File: src/rtl/ahb_matrix_pkg.sv
// Shared types and constants for the AHB bus-matrix output stage.
package ahb_matrix_pkg;

    // Encoded port number width; the matrix never has more than four input ports.
    localparam int unsigned PW = 2;

    typedef logic [PW-1:0] port_t;

    // AHB HTRANS encodings.
    typedef enum logic [1:0] {
        IDLE   = 2'b00,
        BUSY   = 2'b01,
        NONSEQ = 2'b10,
        SEQ    = 2'b11
    } htrans_e;

endpackage

File: src/rtl/ahb_rr_pick.sv
// Combinational round-robin picker: first requester after the pointer wins.
module ahb_rr_pick
    import ahb_matrix_pkg::*;
#(
    parameter int unsigned NUM_PORTS = 3
) (
    input  logic [NUM_PORTS-1:0] i_req,
    input  port_t                i_ptr,
    output port_t                o_port,
    output logic                 o_none
);

    // Two constant-index passes stand in for a modulo scan: ports above the
    // pointer first, then wrap around to ports at or below it.
    always_comb begin
        o_port = '0;
        o_none = 1'b1;
        for (int unsigned p = 0; p < NUM_PORTS; p++) begin
            if (o_none && i_req[p] && (port_t'(p) > i_ptr)) begin
                o_port = port_t'(p);
                o_none = 1'b0;
            end
        end
        for (int unsigned p = 0; p < NUM_PORTS; p++) begin
            if (o_none && i_req[p] && (port_t'(p) <= i_ptr)) begin
                o_port = port_t'(p);
                o_none = 1'b0;
            end
        end
    end

endmodule

File: src/rtl/ahb_matrix_output_arbiter.sv
// Output-stage arbiter: round-robin grant of one slave port among the input
// ports, holding the grant through bursts and locked sequences.
module ahb_matrix_output_arbiter #(
    parameter int unsigned NUM_PORTS = 3,
    parameter int unsigned PW        = 2
) (
    input  logic                   HCLK,
    input  logic                   HRESET,
    input  logic [NUM_PORTS-1:0]   sel_op,
    input  logic [2*NUM_PORTS-1:0] trans_op,
    input  logic [NUM_PORTS-1:0]   mastlock_op,
    input  logic                   HREADYM,
    output logic [PW-1:0]          addr_in_port,
    output logic                   no_port,
    output logic [NUM_PORTS-1:0]   active_op,
    output logic [PW-1:0]          data_in_port,
    output logic                   data_no_port
);

    import ahb_matrix_pkg::*;

    port_t                r_last;
    port_t                r_addr_port;
    logic                 r_addr_none;
    port_t                r_data_port;
    logic                 r_data_none;

    logic [NUM_PORTS-1:0] w_req;
    logic                 w_own_sel;
    logic [1:0]           w_own_trans;
    logic                 w_own_lock;
    logic                 w_hold;
    port_t                w_pick_port;
    logic                 w_pick_none;
    port_t                w_addr_port;
    logic                 w_no_port;

    // Per-port request: selected and not IDLE.
    always_comb begin
        w_req = '0;
        for (int unsigned i = 0; i < NUM_PORTS; i++) begin
            w_req[i] = sel_op[i] & (trans_op[2*i +: 2] != IDLE);
        end
    end

    // Pick out the registered owner's select, HTRANS and lock to decide hold.
    always_comb begin
        w_own_sel   = 1'b0;
        w_own_trans = IDLE;
        w_own_lock  = 1'b0;
        for (int unsigned i = 0; i < NUM_PORTS; i++) begin
            if (r_addr_port == port_t'(i)) begin
                w_own_sel   = sel_op[i];
                w_own_trans = trans_op[2*i +: 2];
                w_own_lock  = mastlock_op[i];
            end
        end
        w_hold = ~r_addr_none & w_own_sel &
                 ((w_own_trans == BUSY) | (w_own_trans == SEQ) | w_own_lock);
    end

    ahb_rr_pick #(
        .NUM_PORTS (NUM_PORTS)
    ) u_pick (
        .i_req  (w_req),
        .i_ptr  (r_last),
        .o_port (w_pick_port),
        .o_none (w_pick_none)
    );

    // Address owner: frozen while stalled, held on burst/lock, else round-robin.
    // With no requester the port number parks at the previous owner.
    always_comb begin
        w_addr_port = r_addr_port;
        w_no_port   = r_addr_none;
        if (HREADYM && !w_hold) begin
            w_no_port = w_pick_none;
            if (!w_pick_none) begin
                w_addr_port = w_pick_port;
            end
        end else if (HREADYM) begin
            w_no_port = 1'b0;
        end
    end

    // One-hot presentation of the granted port's address phase.
    always_comb begin
        active_op = '0;
        for (int unsigned i = 0; i < NUM_PORTS; i++) begin
            active_op[i] = ~w_no_port & (w_addr_port == port_t'(i)) & sel_op[i];
        end
    end

    // Owner, data-phase and round-robin pointer registers advance on HREADYM.
    always_ff @(posedge HCLK or posedge HRESET) begin
        if (HRESET) begin
            r_last      <= port_t'(NUM_PORTS - 1);
            r_addr_port <= '0;
            r_addr_none <= 1'b1;
            r_data_port <= '0;
            r_data_none <= 1'b1;
        end else if (HREADYM) begin
            r_addr_port <= w_addr_port;
            r_addr_none <= w_no_port;
            r_data_port <= w_addr_port;
            r_data_none <= w_no_port;
            if (!w_no_port && !w_hold) begin
                r_last <= w_addr_port;
            end
        end
    end

    assign addr_in_port = w_addr_port;
    assign no_port      = w_no_port;
    assign data_in_port = r_data_port;
    assign data_no_port = r_data_none;

endmodule

File: config.mk
export PLATFORM = sky130hd
export DESIGN_NAME = ahb_matrix_output_arbiter
export DESIGN_NICKNAME = d
export VERILOG_FILES = /design/src/rtl/ahb_matrix_pkg.sv /design/src/rtl/ahb_rr_pick.sv /design/src/rtl/ahb_matrix_output_arbiter.sv
export SDC_FILE = /design/constraint.sdc
export NUM_CORES = 1
export LEC_CHECK = 0
export BUFFER_PORTS_ARGS = -buffer_cell sky130_fd_sc_hd__buf_2
export CAP_MARGIN = 15
export CELL_PAD_IN_SITES_DETAIL_PLACEMENT = 0
export CELL_PAD_IN_SITES_GLOBAL_PLACEMENT = 1
export CORE_AREA = 2 2 39 41
export CTS_BUF_LIST = sky130_fd_sc_hd__clkbuf_4 sky130_fd_sc_hd__clkbuf_8
export CTS_CLUSTER_DIAMETER = 120
export CTS_CLUSTER_SIZE = 16
export DETAILED_ROUTE_END_ITERATION = 10
export DIE_AREA = 0 0 41 43
export GPL_ROUTABILITY_DRIVEN = 0
export PLACE_DENSITY = 0.79
export SYNTH_ARGS = -nofsm -noshare
export SYNTH_HDL_FRONTEND = slang
export SYNTH_SLANG_ARGS = --single-unit
File: constraint.sdc
create_clock -name HCLK -period 2.3 [get_ports HCLK]
set_input_delay 0.115 -clock HCLK [delete_from_list [all_inputs] [get_ports HCLK]]
set_output_delay 0.115 -clock HCLK [all_outputs]
set_load 0.02 [all_outputs]
Yosys cells after proc, flatten, opt, wreduce, memory -nomap -nowiden
Cells that the tools add are included.
- flip-flop bits (word level): 5
- input bits: 15
- logic and storage cells: 75
- $lt $le $gt $ge: 6
- equality and inequality tests: 6
- multiplexer cells: 24
- bitwise operators: 15
- reduce and logical (&&, ||, !) cells: 21
- operator list (kind ; number):
    2-bit two-way mux ; 9
    1-bit two-way mux ; 15
    1-bit logical AND ; 13
    1-bit AND ; 11
    2-bit by 1-bit == test with 1-bit output, second input constant ; 3
    2-bit == test, second input constant ; 3
    2-bit nonzero test ; 3
    1-bit by 2-bit > comparator with 1-bit output, first input constant ; 2
    1-bit by 2-bit <= comparator with 1-bit output, first input constant ; 2
    2-bit logical NOT ; 2
    2-bit > comparator, first input constant ; 1
    2-bit <= comparator, first input constant ; 1
    1-bit logical NOT ; 2
    1-bit NOT ; 2
    1-bit OR ; 2
    2-bit AND reduction ; 1

Longest topological paths before layout
Gate-level depths: netlist (run 1).
- depth after elaboration: 24
- depth in mapped cells: 5

By module
A second synthesis (run 1) with hierarchy kept.
- cells, all modules: 51
- area, all modules: 473.0 um^2
- modules (own cells, without submodules) (module ; instances ; cells an instance ; area an instance (um^2) ; seq. area each (um^2)):
    ahb_matrix_output_arbiter ; 1 ; 43 ; 421.7 ; 127.6
    ahb_rr_pick ; 1 ; 8 ; 51.3 ; 0.0

Worst setup path before layout (run 1)
Ideal clock, no wire load.
- path type: register to output
- start point: reg data_in_port[0] (netlist name)
- end point: out active_op[1]
- arrival: 2.156 ns
- data required time: 2.185 ns
- path slack: 0.029 ns
- cell stages (with the launch flop): 6
- buffers on the path: 0
- path through: dfrtp_1 -> nand2b_4 -> o21ai_4 -> o311ai_4 -> a41o_1 -> nor4b_1
- RTL lines (what ; RTL line ; text):
    end: declaration ; ahb_matrix_output_arbiter.sv:15 ; output logic [NUM_PORTS-1:0] active_op,

==> metrics.md, run 1 <==
| Metric | Value |
|---|---|
| Post-synthesis cell type count | `20` |
| # IOs | `24` |
| Area Overhead vs Synth | `41.8%` |
| Synth area leaders | `dfrtp_1, dfstp_2, a32o_1, o311ai_4, o21ai_0` |
| Post-detail-place hpwl | `884 um` |
| Status | `finished, final reports clean` |
| Setup TNS | `0 ns` |
| Inserted Diodes | `0` |
| Critical Path Fanout Max | `10` |
| Depth of the worst hold-timing path | `2` |
| Reg2Reg Depth | `3` |
| Number of flops mapped to enable cells by yosys | `0` |
| Fraction of layout cells with a size suffix above 1 | `44.6%` |
| Row cnt | `14` |
| Vias/cell | `5.32` |
| Syn Area/Cell | `9.11 um2` |
| Most common cell in the netlist | `nor2_1` |
| Crit path kind | `flop to output port` |
| Cells after Synth | `46` |
| Pwr Density | `about 1100 nW/um2` |
| Hold Crit Class | `input pin to flop` |
| Starting DRT DRC Count | `10` |
| Vias in the first global route | `409` |
| Final hold vios | `0` |
| DR vias | `479` |
| Max H-tree Level | `1` |
| Sequential fraction of the synthesis area | `between 30 and 40%` |
| CTS max path bufs | `2` |
| Initial Util | `30.3%` |
| Synth Net Count | `61` |
| I/O Buffers | `23` |
| Total iterations of the first detailed-routing run | `4` |
| Crit. End Element | `output port` |
| Slew Viols, Final | `0` |
| Antenna Nets Post-Route | `0` |
| Final core utilization | `42.9%` |
| CTS clock-pin slew for the worst setup and hold paths | `0.04 ns` |
| Die height | `between 40 and 50 um` |
| Area of the core | `1380 um2` |
| Global Route Usage Sum | `roughly 15%` |
| Post-CTS sizing | `0` |
| Sw Ratio | `44.9%` |
| Post-synthesis compound-gate area fraction | `43.3%` |
| Net Switching | `303 uW` |
| Comb pwr share | `55.9%` |
| Peak VDD IR | `615 uV` |
| Clock Power Share | `16.2%` |
| Max cap viols | `0` |
| Synthesized flop and latch total | `5` |
| Yosys Warn Count | `0` |
| Post-synth top cells | `nor2_1, a32o_1, inv_1, o21ai_0` |
| First-pass GRT wire length | `1750 um` |
| Post-synth ARST share | `between 90% and 100%` |
| Critical Path RT | `2.18 ns` |
| Slew HR | `roughly two thirds` |
| Worst-margin pin slew | `0.466 ns` |
| Critical path arrival | `2.02 ns` |
| Routed wire length | `1120 um` |
| Synth top area share | `roughly 18%` |
| Die W | `41 um` |
| Main synth FF type | `dfrtp_1` |
| Area after DPL | `~550 um2` |
| WL/cell | `12.5 um` |
| Pleak | `0.000300 uW` |
| FMAX | `between 400 and 500 MHz` |
| Post-synthesis simple-gate area fraction | `a little over a fifth` |
| Reg-to-reg slack, setup | `0.84 ns` |
| Pin count of the biggest net entering global routing | `11` |
| Mapped Area | `419 um2` |
| Synth Area in XOR/XNOR | `0%` |
| Int Pwr | `approximately 370 uW` |
| Die area | `1760 um2` |
| Mux cell area share after synthesis | `0%` |
| DR DRC count | `0` |
| Yosys top cell by area | `dfrtp_1` |
| Final period utilization | `between 90 and 100%` |
| Finished Cell Area | `594 um2` |
| Final setup fails | `0` |
| Largest family of logic cells by synthesized area | `compound AO/OA/AOI/OAI gates` |
| Worst setup SP type | `flop` |
| Number of buffers created by CTS | `3` |
| Initial antenna violation count | `0` |
| Adder-Cell Fraction of Synth Area | `0%` |
| RSZ-0062 raised after global routing | `no` |
| Tmin final | `2.13 ns` |
| Clock Skews | `0.000440 ns` |
| GRT Residual Overflow | `0` |
| Post-layout nets | `90` |
| Root Driver | `clkbuf_4` |
| Later-pin clock latency in the skew report | `0.23 ns` |
| Clock Sinks | `5` |
| CTS tree | `yes` |
| Reg power frac | `27.9%` |
## per-layer routing
| layer | wire length [um] | vias up | track usage [%] |
|---|---|---|---|
| met5 | 0 | - | 0 |
| met4 | 0 | 0 | 10.0 |
| met3 | 68 | 0 | 3.14 |
| met2 | 515 | 17 | 20.0 |
| met1 | 536 | 219 | 21.9 |
| li1 | - | 243 | - |
## area by class of cell
class,instances,area [um2]
fillers,149,790
multi-input cells,36,273
flip-flops and latches,5,128
repair buffers,24,125
clock buffers,4,30.0
well taps,16,20.0
inverters,5,18.8
## state kept, by name, summed over array words and instances, names as in the netlist
signal / count
r_addr_none: 1
data_in_port: 2
r_last: 2
## stage by stage
stage	total power [uW]	hold WS, ns	std cells	worst slack (ns)
floorplan	456	-0.108	46	0.0289
global placement	564	0.00602	85	0.453
CTS	681	0.208	90	0.133
detailed placement	564	0.00824	85	0.411
finish	675	0.214	90	0.166
global route	724	0.225	90	0.0584
## kinds of logic (layout without fill, tap and decap cells)
kind of cell | after synthesis | count (layout)
AO/OA/AOI/OAI | 20 | 20
AND/OR/NAND/NOR | 16 | 16
flip-flops | 5 | 5
buffers and inverters | 5 | 33
## layout by cell type, fill, tap and decap left out, drive strengths merged
cell type and count:
buf 23, inv 5, nand2 1, nand2b 1
dfrtp 3, o311ai 3, nor4 1, nand3 3
nor2 6, o21ai 8, dlygate4sd3 1, a41o 2
clkbuf 4, a32o 6, a21oi 1, nor2b 1
dfstp 2, and2 1, nor4b 2
## power groups by stage
stage | combinational [uW] | sequential (uW) | clock, uW
2_1_floorplan | 250 | 206 | 0
3_3_place_gp | 376 | 188 | 0
3_5_place_dp | 374 | 190 | 0
4_1_cts | 377 | 188 | 115
5_1_grt | 407 | 200 | 117
6_report | 378 | 189 | 109
## timing repair
action / in CTS / in global routing
buffers inserted: 0 / 0
hold buffers: 1 / 0
setup endpoints to repair: 0 / 0
hold endpoints to repair: 5 / 0
## worst max-delay path, stage by stage (launching register included)
cell and delay (ns):
dfrtp_1 0.44, nand2b_4 0.18, o21ai_4 0.16, o311ai_4 0.19, a41o_1 0.30, nor4b_1 0.29
buf_2 0.22
## path summary, 6_finish.rpt
kind	from	to
max	data_in_port[0]	active_op[2]
min	HREADYM	r_addr_none
max reg2reg	data_in_port[1]	r_last[0]
min reg2reg	r_last[0]	r_last[0]
max in group asynchronous	HRESET	r_last[1]
min in group asynchronous	HRESET	data_in_port[0]
No activity file was read; power rests on OpenSTA's default activity.
==> run 2, diff against run 1 <==
ABC_CLOCK_PERIOD_IN_PS = 2300   (was unset)
PLACE_DENSITY = unset   (was 0.79)
PLACE_DENSITY_LB_ADDON = 0.1   (was unset)
==> metrics.md, run 2 (synthesis results as in run 1) <==
| Metric | Value |
|---|---|
| Vias/cell | `5.21 (was 5.32)` |
| Pleak | `0.000299 uW (was 0.000300 uW)` |
| I/O Buffers | `23 (unchanged)` |
| Max H-tree Level | `1 (unchanged)` |
| Final hold vios | `0 (unchanged)` |
| Later-pin clock latency in the skew report | `0.24 ns (was 0.23 ns)` |
| Vias in the first global route | `415 (was 409)` |
| DR DRC count | `0 (unchanged)` |
| Fraction of layout cells with a size suffix above 1 | `44.6% (unchanged)` |
| Antenna Nets Post-Route | `0 (unchanged)` |
| Area of the core | `1380 um2 (unchanged)` |
| Post-layout nets | `90 (unchanged)` |
| Initial Util | `30.3% (unchanged)` |
| Final period utilization | `94.8% (was 92.8%)` |
| Max cap viols | `0 (unchanged)` |
| Inserted Diodes | `0 (unchanged)` |
| Clock Skews | `0.00298 ns (was 0.000440 ns)` |
| Tmin final | `2.18 ns (was 2.13 ns)` |
| Pwr Density | `1130 nW/um2 (was 1140 nW/um2)` |
| Root Driver | `clkbuf_4 (unchanged)` |
| Number of buffers created by CTS | `3 (unchanged)` |
| Initial antenna violation count | `0 (unchanged)` |
| Most frequent cells in the layout | `buf_2, nor2_1, inv_1, o21ai_0, a32o_1 (unchanged)` |
| First-pass GRT wire length | `1790 um (was 1750 um)` |
| RSZ-0062 raised after global routing | `no (unchanged)` |
| Worst-margin pin slew | `0.470 ns (was 0.466 ns)` |
| FMAX | `459 MHz (was 469 MHz)` |
| Total iterations of the first detailed-routing run | `3 (was 4)` |
| Die height | `43 um (unchanged)` |
| Routed wire length | `1190 um (was 1120 um)` |
| Crit. End Element | `output port (unchanged)` |
| Area Overhead vs Synth | `41.2% (was 41.8%)` |
| Hold Crit Class | `input pin to flop (unchanged)` |
| Status | `finished, final reports clean (unchanged)` |
| Critical Path Fanout Max | `10 (unchanged)` |
| Overall power | `668 uW (was 675 uW)` |
| CTS tree | `yes (unchanged)` |
| Pin count of the biggest net entering global routing | `11 (unchanged)` |
| CTS clock-pin slew for the worst setup and hold paths | `0.05 ns (was 0.04 ns)` |
| Die area | `1760 um2 (unchanged)` |
| DR vias | `469 (was 479)` |
| Row cnt | `14 (unchanged)` |
| Clock Sinks | `5 (unchanged)` |
| Die W | `41 um (unchanged)` |
| Post-detail-place hpwl | `962 um (was 884 um)` |
| Peak VDD IR | `509 uV (was 615 uV)` |
| Slew Viols, Final | `0 (unchanged)` |
| Non-Filler Instances | `90 (unchanged)` |
| Number of instances in the placed design | `85 (unchanged)` |
| GRT Residual Overflow | `0 (unchanged)` |
| Final setup fails | `0 (unchanged)` |
| Worst setup SP type | `flop (unchanged)` |
| Slew HR | `68.6% (was 68.5%)` |
| FILL cells | `156 (was 149)` |
| CTS max path bufs | `2 (unchanged)` |
| Critical path arrival | `2.06 ns (was 2.02 ns)` |
| Commonest non-fill, non-tap cell in the layout | `buf_2 (unchanged)` |
| Critical Path RT | `2.18 ns (about the same)` |
| Crit path kind | `flop to output port (unchanged)` |
| Setup TNS | `0 ns (unchanged)` |
| Global Route Usage Sum | `15.6% (was 15.3%)` |
| Finished Cell Area | `592 um2 (was 594 um2)` |
| # IOs | `24 (unchanged)` |
| Area after DPL | `554 um2 (unchanged)` |
| Starting DRT DRC Count | `9 (was 10)` |
| WL/cell | `13.2 um (was 12.5 um)` |
==> run 2: through the flow <==
step | setup slack [ns] | hold slack (ns) | utilization [%]
after floorplan | 0.0289 | -0.108 | -
after global placement | 0.408 | 0.00946 | 40.1
after detailed placement | 0.390 | 0.0142 | 40.1
after CTS | 0.113 | 0.209 | 42.8
after global routing | 0.00784 | 0.225 | 42.8
final | 0.120 | 0.223 | 42.8
==> run 2: timing repair <==
action | CTS | global route
endpoints found under the hold margin | 5 | 0
gates resized for setup | 0 | 0
buffers inserted | 0 | 0
hold buffers | 1 | 0
==> run 2: where the power goes <==
part / internal [uW] / switching (uW) / total, uW
combinational: 161 / 218 / 378
sequential: 134 / 56.8 / 191
clock: 62.8 / 35.9 / 98.7
==> run 2: worst paths after layout <==
check                           startpoint               to  slack (ns)  cells past startpoint
setup / recovery           data_in_port[1]     active_op[1]        0.12                      4
hold / removal                     HREADYM      r_addr_none        0.22                      2
setup reg to reg           data_in_port[1]        r_last[0]        0.84                      3
hold reg to reg                  r_last[0]        r_last[0]        0.53                      1
max in group asynchronous           HRESET        r_last[1]        1.76                      3
min in group asynchronous           HRESET  data_in_port[1]        0.31                      3
==> run 2: final cells by class <==
class,count,area [um2],area share [%]
repair buffers,24,125,21.1
well taps,16,20.0,3.38
clock buffers,3,22.5,3.81
clock inverters,1,5.00,0.846
flip-flops and latches,5,128,21.6
inverters,5,18.8,3.17
multi-input cells,36,273,46.1
==> run 2: critical path, cell delays in order (launching register included) <==
cell and delay, ns:
dfrtp_1 0.48, o311ai_4 0.52, a32o_1 0.33, nor4b_1 0.27, buf_2 0.22
==> run 2: routing by layer <==
layer	up-vias	part of all wire, %	track usage [%]
li1	239	-	-
met3	0	5.2	3.14
met4	0	0	10.0
met1	214	46	19.5
met5	-	0	0
met2	16	49	23.1
==> run 3, diff against run 2 <==
ABC_CLOCK_PERIOD_IN_PS = 2050   (was 2300)
CORE_AREA = unset   (was 2 2 39 41)
CORE_MARGIN = 8   (was unset)
CORE_UTILIZATION = 30   (was unset)
DIE_AREA = unset   (was 0 0 41 43)
clock period = 2.05 ns   (was 2.3 ns; I/O delays follow)
==> metrics.md, run 3 (synthesis results as in run 1) <==
| Metric | Value |
|---|---|
| Status | `finished, final reports clean (unchanged)` |
| Crit. End Element | `output port (unchanged)` |
| Crit path cell chain | `nand2b_4 > o21ai_4 > o311ai_4 > a41o_1 > nor4b_2 > buf_4 (was o311ai_4 > a32o_1 > nor4b_1 > buf_2)` |
| Inserted Diodes | `0 (unchanged)` |
| DR top layer | `met3 (unchanged)` |
| Final setup fails | `0 (unchanged)` |
| Register area | `129 um2 (was 128 um2)` |
| Antenna Nets Post-Route | `0 (unchanged)` |
| Clock Sinks | `5 (unchanged)` |
| Number of buffers created by CTS | `3 (unchanged)` |
| Routed wire length | `1350 um (was 1190 um)` |
| Peak per-stage delay on the critical path | `0.44 ns (was 0.52 ns)` |
| Commonest non-fill, non-tap cell in the layout | `buf_2 (unchanged)` |
| Post-layout nets | `93 (was 90)` |
| Area Overhead vs Synth | `53.7% (was 41.2%)` |
| Later-pin clock latency in the skew report | `0.24 ns (about the same)` |
| Non-Filler Instances | `92 (was 90)` |
| Max H-tree Level | `1 (unchanged)` |
| CTS clock-pin slew for the worst setup and hold paths | `0.04 ns (was 0.05 ns)` |
| Critical Path Fanout Max | `5 (was 10)` |
| Worst-margin pin slew | `0.433 ns (was 0.470 ns)` |
| Crit path kind | `flop to output port (unchanged)` |
| Row cnt | `13 (was 14)` |
| FILL cells | `131 (was 156)` |
| Fraction of layout cells with a size suffix above 1 | `53.2% (was 44.6%)` |
| Slew Viols, Final | `0 (unchanged)` |
| Initial antenna violation count | `0 (unchanged)` |
| Hold Crit Class | `input pin to flop (unchanged)` |
| Pleak | `0.000322 uW (was 0.000299 uW)` |
| Met2 WL | `665 um (was 582 um)` |
| Final core utilization | `49.5% (was 42.8%)` |
| Vias in the first global route | `487 (was 415)` |
| Die area | `2850 um2 (was 1760 um2)` |
| # IOs | `24 (unchanged)` |
| Pin count of the biggest net entering global routing | `9 (was 11)` |
| Post-detail-place hpwl | `1040 um (was 962 um)` |
| WL/cell | `14.7 um (was 13.2 um)` |
| Final period utilization | `98.0%` |
| RSZ-0062 raised after global routing | `yes (was no)` |
| DR DRC count | `0 (unchanged)` |
| CTS max path bufs | `2 (unchanged)` |
| Die W | `53.4 um (was 41 um)` |
| Initial Util | `32.2% (was 30.3%)` |
| Setup TNS | `0 ns (unchanged)` |
| First-pass GRT wire length | `1950 um (was 1790 um)` |
| Number of instances in the placed design | `85 (unchanged)` |
| Starting DRT DRC Count | `21 (was 9)` |
| CTS tree | `yes (unchanged)` |
| Vias/cell | `5.36 (was 5.21)` |
| GRT Residual Overflow | `0 (unchanged)` |
| Peak VDD IR | `609 uV (was 509 uV)` |
| Clock Skews | `0.00195 ns (was 0.00298 ns)` |
| Finished Cell Area | `644 um2 (was 592 um2)` |
| Critical path arrival | `1.91 ns (was 2.06 ns)` |
| Max cap viols | `0 (unchanged)` |
| Worst setup SP type | `flop (unchanged)` |
| FMAX | `~500 MHz` |
| Global Route Usage Sum | `8.84% (was 15.6%)` |
| Met3 Routed Length | `114 um (was 62 um)` |
| Slew HR | `70.7% (was 68.6%)` |
| Met1 WL | `568 um (was 540 um)` |
| Total iterations of the first detailed-routing run | `4 (was 3)` |
| Final hold vios | `0 (unchanged)` |
| Tmin final | `2.01 ns` |
| Footprint of the multi-input gates | `293 um2 (was 273 um2)` |
| DR vias | `493 (was 469)` |
| Die height | `53.4 um (was 43 um)` |
| Root Driver | `clkbuf_4 (unchanged)` |
| I/O Buffers | `23 (unchanged)` |
| Area of the core | `1300 um2 (was 1380 um2)` |
| Critical Path RT | `1.95 ns (was 2.18 ns)` |
| Pwr Density | `1300 nW/um2 (was 1130 nW/um2)` |
| Most frequent cells in the layout | `buf_2, nor2_1, buf_4 (was buf_2, nor2_1, inv_1, o21ai_0, a32o_1)` |
| Worst-path cell with the longest stage delay | `dfrtp_2 (was o311ai_4)` |
| Area after DPL | `561 um2 (was 554 um2)` |
==> run 3: changes by cell type in the layout (fill, tap and decap cells not counted), moves of 2 or more <==
cell,before,now
buf_2,23,20
buf_4,0,6
nor4b_1,2,0
nor4b_2,0,2
==> run 3: power breakdown <==
part / leakage (uW) / internal [uW] / switching, uW
clock: 0.0000184 / 86.5 / 35.6
sequential: 0.0000581 / 152 / 60.6
combinational: 0.000245 / 231 / 270
total: 0.000322 / 470 / 366
==> run 3: layer usage <==
| layer | up-vias | global-route usage [%] |
|---|---|---|
| met5 | - | 0 |
| met4 | 0 | 7.14 |
| met3 | 0 | 1.68 |
| met2 | 25 | 14.8 |
| met1 | 220 | 9.34 |
| li1 | 248 | - |
==> run 3: path summary, 6_finish.rpt <==
| check | from | endpoint | slack (ns) | depth (start not counted) |
|---|---|---|---|---|
| max | data_in_port[0] | active_op[1] | 0.04 | 6 |
| min | HREADYM | r_addr_none | 0.21 | 2 |
| max reg2reg | data_in_port[1] | r_last[0] | 0.58 | 4 |
| min reg2reg | r_last[0] | r_last[0] | 0.52 | 1 |
| max in group asynchronous | HRESET | r_last[1] | 1.52 | 3 |
| min in group asynchronous | HRESET | data_in_port[1] | 0.30 | 3 |
==> run 3: stage by stage <==
stage | hold slack (ns) | setup slack [ns] | total power (uW)
2_1_floorplan | -0.120 | -0.209 | 511
5_1_grt | 0.212 | -0.0537 | 892
6_report | 0.207 | 0.0402 | 836
3_3_place_gp | -0.00191 | 0.163 | 650
3_5_place_dp | -0.00424 | 0.165 | 643
4_1_cts | 0.195 | 0.00560 | 799
==> run 3: repair_timing <==
action                                 in CTS  in global routing
endpoints found under the hold margin       5                  0
resized for setup                           3                  6
hold buffers                                1                  0
pin swaps                                   1                  1
setup buffers                               1                  1
setup endpoints to repair                   3                  3
==> run 3: cell type report <==
type	count	share of cell area, %
Sequential cell	5	20.0
Clock buffer	4	4.66
Timing Repair Buffer	27	24.1
Multi-Input combinational cell	36	45.4
Tap cell	15	2.91
Inverter	5	2.91
==> run 3: critical path: cells and delay by family (launching register included) <==
family | cells | cell delay (ns)
AO/OA/AOI/OAI | 3 | 0.59
buffers and inverters | 1 | 0.18
flip-flops | 1 | 0.44
AND/OR/NAND/NOR | 2 | 0.46
